**src/rtl/mem_arbiter.sv**
```systemverilog
// Two-requester (fetch / data) round-robin arbiter onto one shared memory port,
// with a bounded wait for the memory acknowledge and per-requester read-data registers.
module mem_arbiter #(
  parameter int unsigned TIMEOUT = 16
) (
  input  logic        clk_w_i,
  input  logic        res_w_i_h,

  input  logic        if_req_w_i_h,
  input  logic [31:0] if_addr_w_i,
  output logic [31:0] if_rdata_w_o,
  output logic        if_done_w_o_h,

  input  logic        d_req_w_i_h,
  input  logic        d_wr_w_i_h,
  input  logic [31:0] d_addr_w_i,
  input  logic [31:0] d_wdata_w_i,
  input  logic [1:0]  d_byte_sel_w_i,
  output logic [31:0] d_rdata_w_o,
  output logic        d_done_w_o_h,

  output logic        mem_req_w_o_h,
  output logic        mem_wr_w_o_h,
  output logic [31:0] mem_addr_w_o,
  output logic [31:0] mem_data_w_o,
  output logic [1:0]  mem_byte_sel_w_o,
  input  logic [31:0] mem_data_w_i,
  input  logic        mem_ack_w_i_h,

  output logic        stall_w_o_h,
  output logic        err_w_o_h
);

  typedef enum logic [1:0] {StIdle, StAccess, StResp} state_e;

  localparam logic [4:0] WaitLimit = 5'(TIMEOUT - 1);
  localparam logic       GntFetch  = 1'b0;
  localparam logic       GntData   = 1'b1;
  localparam logic [1:0] BselWord  = 2'b10;

  state_e      state_q, state_d;
  logic [4:0]  wait_q, wait_d;
  logic        last_q, last_d;
  logic        id_q, id_d;
  logic        wr_q, wr_d;
  logic [31:0] addr_q, addr_d;
  logic [31:0] data_q, data_d;
  logic [1:0]  bsel_q, bsel_d;
  logic        err_q, err_d;
  logic [31:0] if_rdata_q, if_rdata_d;
  logic [31:0] d_rdata_q, d_rdata_d;

  logic        grant_valid;
  logic        grant_id;
  logic        wait_expired;

  assign grant_valid  = if_req_w_i_h | d_req_w_i_h;
  assign wait_expired = (wait_q == WaitLimit);

  // On a tie the requester that did not win last time gets the port.
  always_comb begin
    grant_id = GntFetch;
    case ({if_req_w_i_h, d_req_w_i_h})
      2'b01:   grant_id = GntData;
      2'b11:   grant_id = ~last_q;
      default: grant_id = GntFetch;
    endcase
  end

  // State register
  always_ff @(posedge clk_w_i) begin
    if (res_w_i_h) begin
      state_q <= StIdle;
    end else begin
      state_q <= state_d;
    end
  end

  // Next-state logic
  always_comb begin
    state_d = state_q;
    unique case (state_q)
      StIdle:   if (grant_valid) state_d = StAccess;
      StAccess: if (mem_ack_w_i_h || wait_expired) state_d = StResp;
      StResp:   state_d = StIdle;
      default:  state_d = StIdle;
    endcase
  end

  // Access bookkeeping: grant latch, wait counter, read-data capture
  always_comb begin
    wait_d     = wait_q;
    last_d     = last_q;
    id_d       = id_q;
    wr_d       = wr_q;
    addr_d     = addr_q;
    data_d     = data_q;
    bsel_d     = bsel_q;
    err_d      = err_q;
    if_rdata_d = if_rdata_q;
    d_rdata_d  = d_rdata_q;
    unique case (state_q)
      StIdle: begin
        if (grant_valid) begin
          wait_d = 5'd0;
          err_d  = 1'b0;
          id_d   = grant_id;
          last_d = grant_id;
          if (grant_id == GntData) begin
            wr_d   = d_wr_w_i_h;
            addr_d = d_addr_w_i;
            data_d = d_wdata_w_i;
            bsel_d = d_byte_sel_w_i;
          end else begin
            wr_d   = 1'b0;
            addr_d = if_addr_w_i;
            data_d = 32'h0;
            bsel_d = BselWord;
          end
        end
      end
      StAccess: begin
        // An ack on the final wait cycle still wins over the timeout.
        if (mem_ack_w_i_h) begin
          if (!wr_q) begin
            if (id_q == GntData) d_rdata_d = mem_data_w_i;
            else                 if_rdata_d = mem_data_w_i;
          end
        end else if (wait_expired) begin
          err_d = 1'b1;
          if (id_q == GntData) d_rdata_d = 32'h0;
          else                 if_rdata_d = 32'h0;
        end else begin
          wait_d = wait_q + 5'd1;
        end
      end
      default: ;
    endcase
  end

  always_ff @(posedge clk_w_i) begin
    if (res_w_i_h) begin
      wait_q     <= 5'd0;
      last_q     <= GntFetch;
      id_q       <= GntFetch;
      wr_q       <= 1'b0;
      addr_q     <= 32'h0;
      data_q     <= 32'h0;
      bsel_q     <= 2'b00;
      err_q      <= 1'b0;
      if_rdata_q <= 32'h0;
      d_rdata_q  <= 32'h0;
    end else begin
      wait_q     <= wait_d;
      last_q     <= last_d;
      id_q       <= id_d;
      wr_q       <= wr_d;
      addr_q     <= addr_d;
      data_q     <= data_d;
      bsel_q     <= bsel_d;
      err_q      <= err_d;
      if_rdata_q <= if_rdata_d;
      d_rdata_q  <= d_rdata_d;
    end
  end

  // Outputs; everything is forced quiet while reset is held.
  always_comb begin
    mem_req_w_o_h    = 1'b0;
    mem_wr_w_o_h     = 1'b0;
    mem_addr_w_o     = 32'h0;
    mem_data_w_o     = 32'h0;
    mem_byte_sel_w_o = 2'b00;
    if_done_w_o_h    = 1'b0;
    d_done_w_o_h     = 1'b0;
    err_w_o_h        = 1'b0;
    if (!res_w_i_h) begin
      unique case (state_q)
        StAccess: begin
          mem_req_w_o_h    = 1'b1;
          mem_wr_w_o_h     = wr_q;
          mem_addr_w_o     = addr_q;
          mem_data_w_o     = data_q;
          mem_byte_sel_w_o = bsel_q;
        end
        StResp: begin
          if_done_w_o_h = (id_q == GntFetch);
          d_done_w_o_h  = (id_q == GntData);
          err_w_o_h     = err_q;
        end
        default: ;
      endcase
    end
  end

  assign if_rdata_w_o = if_rdata_q;
  assign d_rdata_w_o  = d_rdata_q;
  assign stall_w_o_h  = (if_req_w_i_h & ~if_done_w_o_h) | (d_req_w_i_h & ~d_done_w_o_h);

endmodule

```
**config.mk**
```make
export PLATFORM = sky130hd
export DESIGN_NAME = mem_arbiter
export DESIGN_NICKNAME = d
export VERILOG_FILES = /design/src/rtl/mem_arbiter.sv
export SDC_FILE = /design/constraint.sdc
export NUM_CORES = 1
export LEC_CHECK = 0
export ABC_AREA = 1
export CORE_ASPECT_RATIO = 2
export CORE_MARGIN = 8
export CORE_UTILIZATION = 40
export CTS_BUF_LIST = sky130_fd_sc_hd__clkbuf_8
export CTS_CLUSTER_SIZE = 24
export DETAILED_ROUTE_END_ITERATION = 6
export PLACE_DENSITY = 0.82
export SETUP_SLACK_MARGIN = 0.1
export SLEW_MARGIN = 20
export SYNTH_ARGS = -nofsm -noshare
export SYNTH_HDL_FRONTEND = slang
export SYNTH_SLANG_ARGS = --single-unit
```
**constraint.sdc**
```tcl
create_clock -name clk_w_i -period 2.8 [get_ports clk_w_i]
set_input_delay 0.42 -clock clk_w_i [delete_from_list [all_inputs] [get_ports clk_w_i]]
set_output_delay 0.42 -clock clk_w_i [all_outputs]
set_load 0.005 [all_outputs]
```
==> results of run 1 <==
-- final cells by class --
type                            count  area (sq um)  share of cell area
Timing Repair Buffer              281          2820               0.297
Tap cell                          201           251              0.0265
Multi-Input combinational cell    667          2840               0.298
Inverter                          102           385              0.0405
Sequential cell                   140          2800               0.295
Clock buffer                       18           248              0.0261
Clock inverter                     14           160              0.0169
-- layer usage --
layer	GRT usage	vias up	routed length, um
li1	-	3397	-
met1	0.221	2986	8200
met2	0.319	288	9350
met3	0.104	25	2510
met4	0.0729	0	390
met5	0	-	0
-- cells in the final DEF, fill, tap and decap left out, drive strengths merged, types with 2 or more instances in the layout --
cell / netlist / final
nor3: 2 / 2
a21oi: 5 / 5
bufinv: 0 / 2
or2: 32 / 32
clkdlybuf4s50: 0 / 270
nand2: 250 / 250
nand3: 7 / 7
dfxtp: 140 / 140
clkinvlp: 0 / 2
nor2: 251 / 251
buf: 31 / 11
ha: 3 / 3
inv: 102 / 109
clkinv: 0 / 3
clkbuf: 25 / 18
o21ai: 115 / 115
-- cells by family after synthesis --
| logic type | synth area share |
|---|---|
| buf+inv | 0.108 |
| simple gates | 0.346 |
| flops | 0.443 |
| compound gates | 0.0960 |
| fa+ha+maj | 0.00594 |
-- power breakdown --
group	switching (mW)	internal [mW]
sequential	0.0812	2.13
combinational	0.401	0.434
clock	0.849	0.836
total	1.33	3.40
-- worst max-delay path, cell delays in order, from the launching register on --
cell and delay (ns):
dfxtp_1 0.41, inv_1 0.12, nor2_4 0.13, buf_12 0.25, nand2_1 0.13, nor2_1 0.14, clkdlybuf4s50_1 0.52
-- Yosys cell counts, types with 3 or more instances --
cell type    n
clkbuf_1    25
nand3_1      6
nor2_1     245
buf_4        6
o21ai_1     21
dfxtp_1    140
buf_2       18
o21ai_0     94
buf_6        6
inv_1       98
nand2_1    246
or2_2       32
nor2_2       3
nor2_4       3
a21oi_1      5
inv_2        3
ha_1         3
-- state kept, by name, summed over array words and instances (netlist names) --
register / count
bsel_q: 2
if_rdata_w_o: 32
id_q: 1
d_rdata_w_o: 32
wait_q: 5
addr_q: 32
err_q: 1
data_q: 32
state_q: 2
wr_q: 1
-- final timing paths --
kind | slack, ns | end | cells past startpoint
worst max register to register | 0.68 | if_rdata_w_o[17]$_SDFFE_PP0P_ | 10
worst min-delay path | 0.46 | addr_q[17]$_SDFFE_PP0P_ | 2
worst max-delay path | 0.23 | mem_data_w_o[25] | 6
worst min register to register | 0.46 | addr_q[17]$_SDFFE_PP0P_ | 2
==> results.sh, run 1 <==
export IMPL_fin_tns_setup_ns=0
export IMPL_ys_top_cells_by_area="dfxtp_1, nand2_1, nor2_1"
export IMPL_dpl_worst_slack_ns=0.549
export IMPL_nets=1348
export IMPL_fill_cells=1417
export IMPL_vdd_ir_drop_worst_mv=0.326
export IMPL_grtUsageTotal=0.200
export IMPL_clock_path_buffers=2
export IMPL_critPathLaunch="state_q[0]$_SDFFE_PP0P_"
export IMPL_cp_max_fo=53
export IMPL_syn_area_sq_um=6320
export IMPL_via_per_inst=4.71
export IMPL_clkTransAtPathRegs_ns=0.09
export IMPL_drc=0
export IMPL_end_kind="output port"
export IMPL_synthCells=965
export IMPL_worst_pin_slew_ns=0.591
export IMPL_power_density_nw_per_um2=498
export IMPL_place_inst=1391
export IMPL_drt_iter0_markers=245
export IMPL_synth_ff_type="dfxtp_1"
export IMPL_rsz0062_at_grt="yes"
export IMPL_synth_top_area_cell="dfxtp_1"
export IMPL_hp_class="reg2reg"
export IMPL_synth_edf_count=0
export IMPL_vias=6696
export IMPL_synth_seq_cells=140
export IMPL_grt_max_degree=75
export IMPL_dp_hpwl_um=15300
export IMPL_syn_to_final_growth_pct=50.4
export IMPL_async_flop_share=0
export IMPL_dr_pass1_iters=5
export IMPL_critical_path_class="reg2out"
export IMPL_dieArea_sq_um=20300
export IMPL_initial_utilization=0.405
export IMPL_holdWs_ns=0.460
export IMPL_status="complete, no violations"
export IMPL_cts_sinks=140
export IMPL_synth_distinct_cells=25
export IMPL_cts_resized=0
export IMPL_place_area_sq_um=9100
export IMPL_totalWireLength_um=20500
export IMPL_gp_congestion=0.855
export IMPL_synth_warnings=0
export IMPL_final_hold_viol_count=0
export IMPL_cp_data_required_time_ns=2.38
export IMPL_setup_violations_final=0
export IMPL_min_period_ns=2.57
export IMPL_synthesis_nets=1104
export IMPL_insertion_delay_ns=0.45
export IMPL_holdBufCountCts=0
export IMPL_boundaryPins=272
export IMPL_chipWidth_um=105
export IMPL_maxSlewViolCount=0
export IMPL_p_total_mw=4.73
export IMPL_fin_util=0.609
export IMPL_antenna_found_initial=0
export IMPL_rr_startpoint="wait_q[0]$_SDFFE_PP0P_"
export IMPL_diodes=0
export IMPL_cts_htree_levels=4
export IMPL_overflow=0
export IMPL_arrival_ns=2.15
export IMPL_root_buffer="clkbuf_8"
export IMPL_grt_pass1_vias=6794
export IMPL_fin_crit_sh=0.919
export IMPL_core_sq_um=15600
export IMPL_layout_setup_ws_ns=0.227
export IMPL_fp_dieH_um=194
export IMPL_max_freq_mhz=389
export IMPL_yosysSeqAreaShare=0.443
export IMPL_syn_avg_cell_area_sq_um=6.55
export IMPL_ant_nets=0
export IMPL_grt_pass1_wl_um=33400
export IMPL_power_leakage_nw=4.09
export IMPL_fin_skew_ns=0.0120
export IMPL_final_layout_size_suffix_gt1_frac=0.0728
export IMPL_cts_buffers=17
export IMPL_instances_no_fill=1423
export IMPL_post_cts_setup_buffer_count=0
export IMPL_cts_tree="done"
export IMPL_min_from="addr_q[17]$_SDFFE_PP0P_"
export IMPL_relSlewSlack=0.605
export IMPL_cp_start_kind="flop"
export IMPL_synth_top_area_frac=0.443
export IMPL_final_area_sq_um=9500
export IMPL_numPortBuffers=271
export IMPL_post_drt_wl_per_cell_um=14.4
export IMPL_maxCapViolCount=0
export IMPL_rows=65
No activity file was read; power rests on OpenSTA's default activity.
==> run 2, diff against run 1 <==
--- a/config.mk
+++ b/config.mk
@@ -7,7 +7,7 @@
 export LEC_CHECK = 0
 export ABC_AREA = 1
 export CORE_ASPECT_RATIO = 2
-export CORE_MARGIN = 8
+export CORE_MARGIN = 2
 export CORE_UTILIZATION = 40
 export CTS_BUF_LIST = sky130_fd_sc_hd__clkbuf_8
 export CTS_CLUSTER_SIZE = 24
==> run 2 against run 1 <==
Sequential power about the same. Non-clock buffer count up 4. Clock power up 6%. Routed wire length fell by 4.5%. Largest power group unchanged. Flip-flop and latch count did not move. Count of clock-buffer cells in the layout unchanged. First-iteration DRC count rose by 33%. Clock skew barely moved. Setup slack worse by 0.051 ns. Cell count rose by 0.28%. Critical path type unchanged. Via count is 1.6% higher. Register-to-register slack got worse by 0.05 ns.
==> results.sh, run 2 (same netlist as run 1, synthesis figures left out) <==
export IMPL_status="complete, no violations"
export IMPL_critical_path_class="reg2out"
export IMPL_dieArea_sq_um=16900
export IMPL_gr_usage_met2=0.369
export IMPL_clkTransAtPathRegs_ns=0.09
export IMPL_fin_tns_setup_ns=0
export IMPL_setup_violations_final=0
export IMPL_arrival_ns=2.20
export IMPL_layout_common_cells="clkdlybuf4s50_1, nand2_1, nor2_1, dfxtp_1, inv_1"
export IMPL_boundaryPins=272
export IMPL_max_freq_mhz=381
export IMPL_maxSlewViolCount=0
export IMPL_fin_skew_ns=0.0117
export IMPL_fin_crit_sh=0.937
export IMPL_via_per_inst=4.77
export IMPL_fp_dieH_um=182
export IMPL_busiest_layer="met2"
export IMPL_dp_hpwl_um=13400
export IMPL_grt_pass1_vias=6434
export IMPL_multi_input_area_sq_um=2840
export IMPL_final_layout_size_suffix_gt1_frac=0.0775
export IMPL_layout_commonest_cell="clkdlybuf4s50_1"
export IMPL_nets=1352
export IMPL_power_density_nw_per_um2=507
export IMPL_overflow=0
export IMPL_maxCapViolCount=0
export IMPL_totalWireLength_um=19500
export IMPL_met1_usage=0.276
export IMPL_grt_max_degree=75
export IMPL_final_area_sq_um=9580
export IMPL_end_kind="output port"
export IMPL_numPortBuffers=271
export IMPL_initial_utilization=0.405
export IMPL_vdd_ir_drop_worst_mv=0.329
export IMPL_drt_iter0_markers=325
export IMPL_drc=0
export IMPL_cp_data_required_time_ns=2.38
export IMPL_core_sq_um=15600
export IMPL_holdBufCountCts=0
export IMPL_final_hold_viol_count=0
export IMPL_cpPeakStageDelay_ns=0.53
export IMPL_root_buffer="clkbuf_8"
export IMPL_diodes=0
export IMPL_worstPathCellList="inv_1 -> nor2_4 -> clkbuf_16 -> nand2_1 -> nor2_1 -> clkdlybuf4s50_1"
export IMPL_cts_htree_levels=4
export IMPL_cts_sinks=140
export IMPL_cts_tree="done"
export IMPL_met3_usage=0.0751
export IMPL_ant_nets=0
export IMPL_hp_class="reg2reg"
export IMPL_cts_buffers=17
export IMPL_post_drt_wl_per_cell_um=13.7
export IMPL_cp_slowest_cell="clkdlybuf4s50_1"
export IMPL_chipWidth_um=92.9
export IMPL_rows=65
export IMPL_cp_start_kind="flop"
export IMPL_rsz0062_at_grt="no"
export IMPL_clock_path_buffers=2
export IMPL_dr_pass1_iters=5
export IMPL_fill_cells=1381
export IMPL_antenna_found_initial=0
export IMPL_vias=6803
export IMPL_cp_max_fo=32
export IMPL_grt_pass1_wl_um=30800
export IMPL_gp_congestion=0.794
export IMPL_insertion_delay_ns=0.44
export IMPL_power_leakage_nw=4.12
export IMPL_seqCellArea_sq_um=2800
export IMPL_min_period_ns=2.62
export IMPL_relSlewSlack=0.490
export IMPL_worst_pin_slew_ns=0.763
export IMPL_place_area_sq_um=9080
export IMPL_syn_to_final_growth_pct=51.6
export IMPL_grtUsageTotal=0.225
-- run 2: power breakdown --
part	total, mW	switching [mW]	leakage (nW)	internal, mW
combinational	0.866	0.419	2.77	0.447
clock	1.78	0.854	0.204	0.923
sequential	2.21	0.0810	1.14	2.13
total	4.85	1.35	4.12	3.50
-- run 2: final cells by class --
| class | count | share of cell area |
|---|---|---|
| clock buffers | 18 | 0.0259 |
| clock inverters | 14 | 0.0189 |
| inverters | 102 | 0.0402 |
| multi-input cells | 667 | 0.296 |
| flip-flops and latches | 140 | 0.293 |
| well taps | 201 | 0.0263 |
| repair buffers | 285 | 0.300 |
-- run 2: timing repair --
action / 4_1_cts / 5_1_grt
endpoints found under the hold margin: 0 / 0
setup buffers: 0 / 3
gates resized for setup: 0 / 1
setup endpoints to repair: 0 / 64
-- run 2: routing by layer --
metal	up-vias	part of all wire	wire, um
met5	-	0	0
met4	0	0.021	417
met3	23	0.10	1970
met2	348	0.47	9210
met1	3043	0.41	7940
li1	3389	-	-
-- run 2: worst paths after layout --
kind	startpoint	to	depth (start not counted)	slack [ns]
setup / recovery	state_q[0]$_SDFFE_PP0P_	mem_addr_w_o[25]	6	0.18
hold / removal	addr_q[21]$_SDFFE_PP0P_	addr_q[21]$_SDFFE_PP0P_	2	0.46
setup reg to reg	wait_q[0]$_SDFFE_PP0P_	d_rdata_w_o[18]$_SDFFE_PP0P_	10	0.63
hold reg to reg	addr_q[21]$_SDFFE_PP0P_	addr_q[21]$_SDFFE_PP0P_	2	0.46
-- run 2: stage by stage --
| step | utilization | setup slack (ns) | power [mW] | hold slack [ns] | instances |
|---|---|---|---|---|---|
| 2_1_floorplan | - | 1.11 | 2.65 | 0.429 | 965 |
| 3_3_place_gp | 0.581 | 0.645 | 3.06 | 0.439 | 1390 |
| 3_5_place_dp | 0.581 | 0.571 | 3.08 | 0.445 | 1390 |
| 4_1_cts | 0.609 | 0.104 | 4.85 | 0.463 | 1422 |
| 5_1_grt | 0.613 | 0.0858 | 5.08 | 0.486 | 1427 |
| 6_report | 0.613 | 0.176 | 4.85 | 0.462 | 1427 |
-- run 2: worst max-delay path, delay by kind of cell, from the launching register on --
kind / cells / cell delay [ns]
and+or+nand+nor: 3 / 0.44
buffers and inverters: 3 / 0.93
DFF: 1 / 0.38
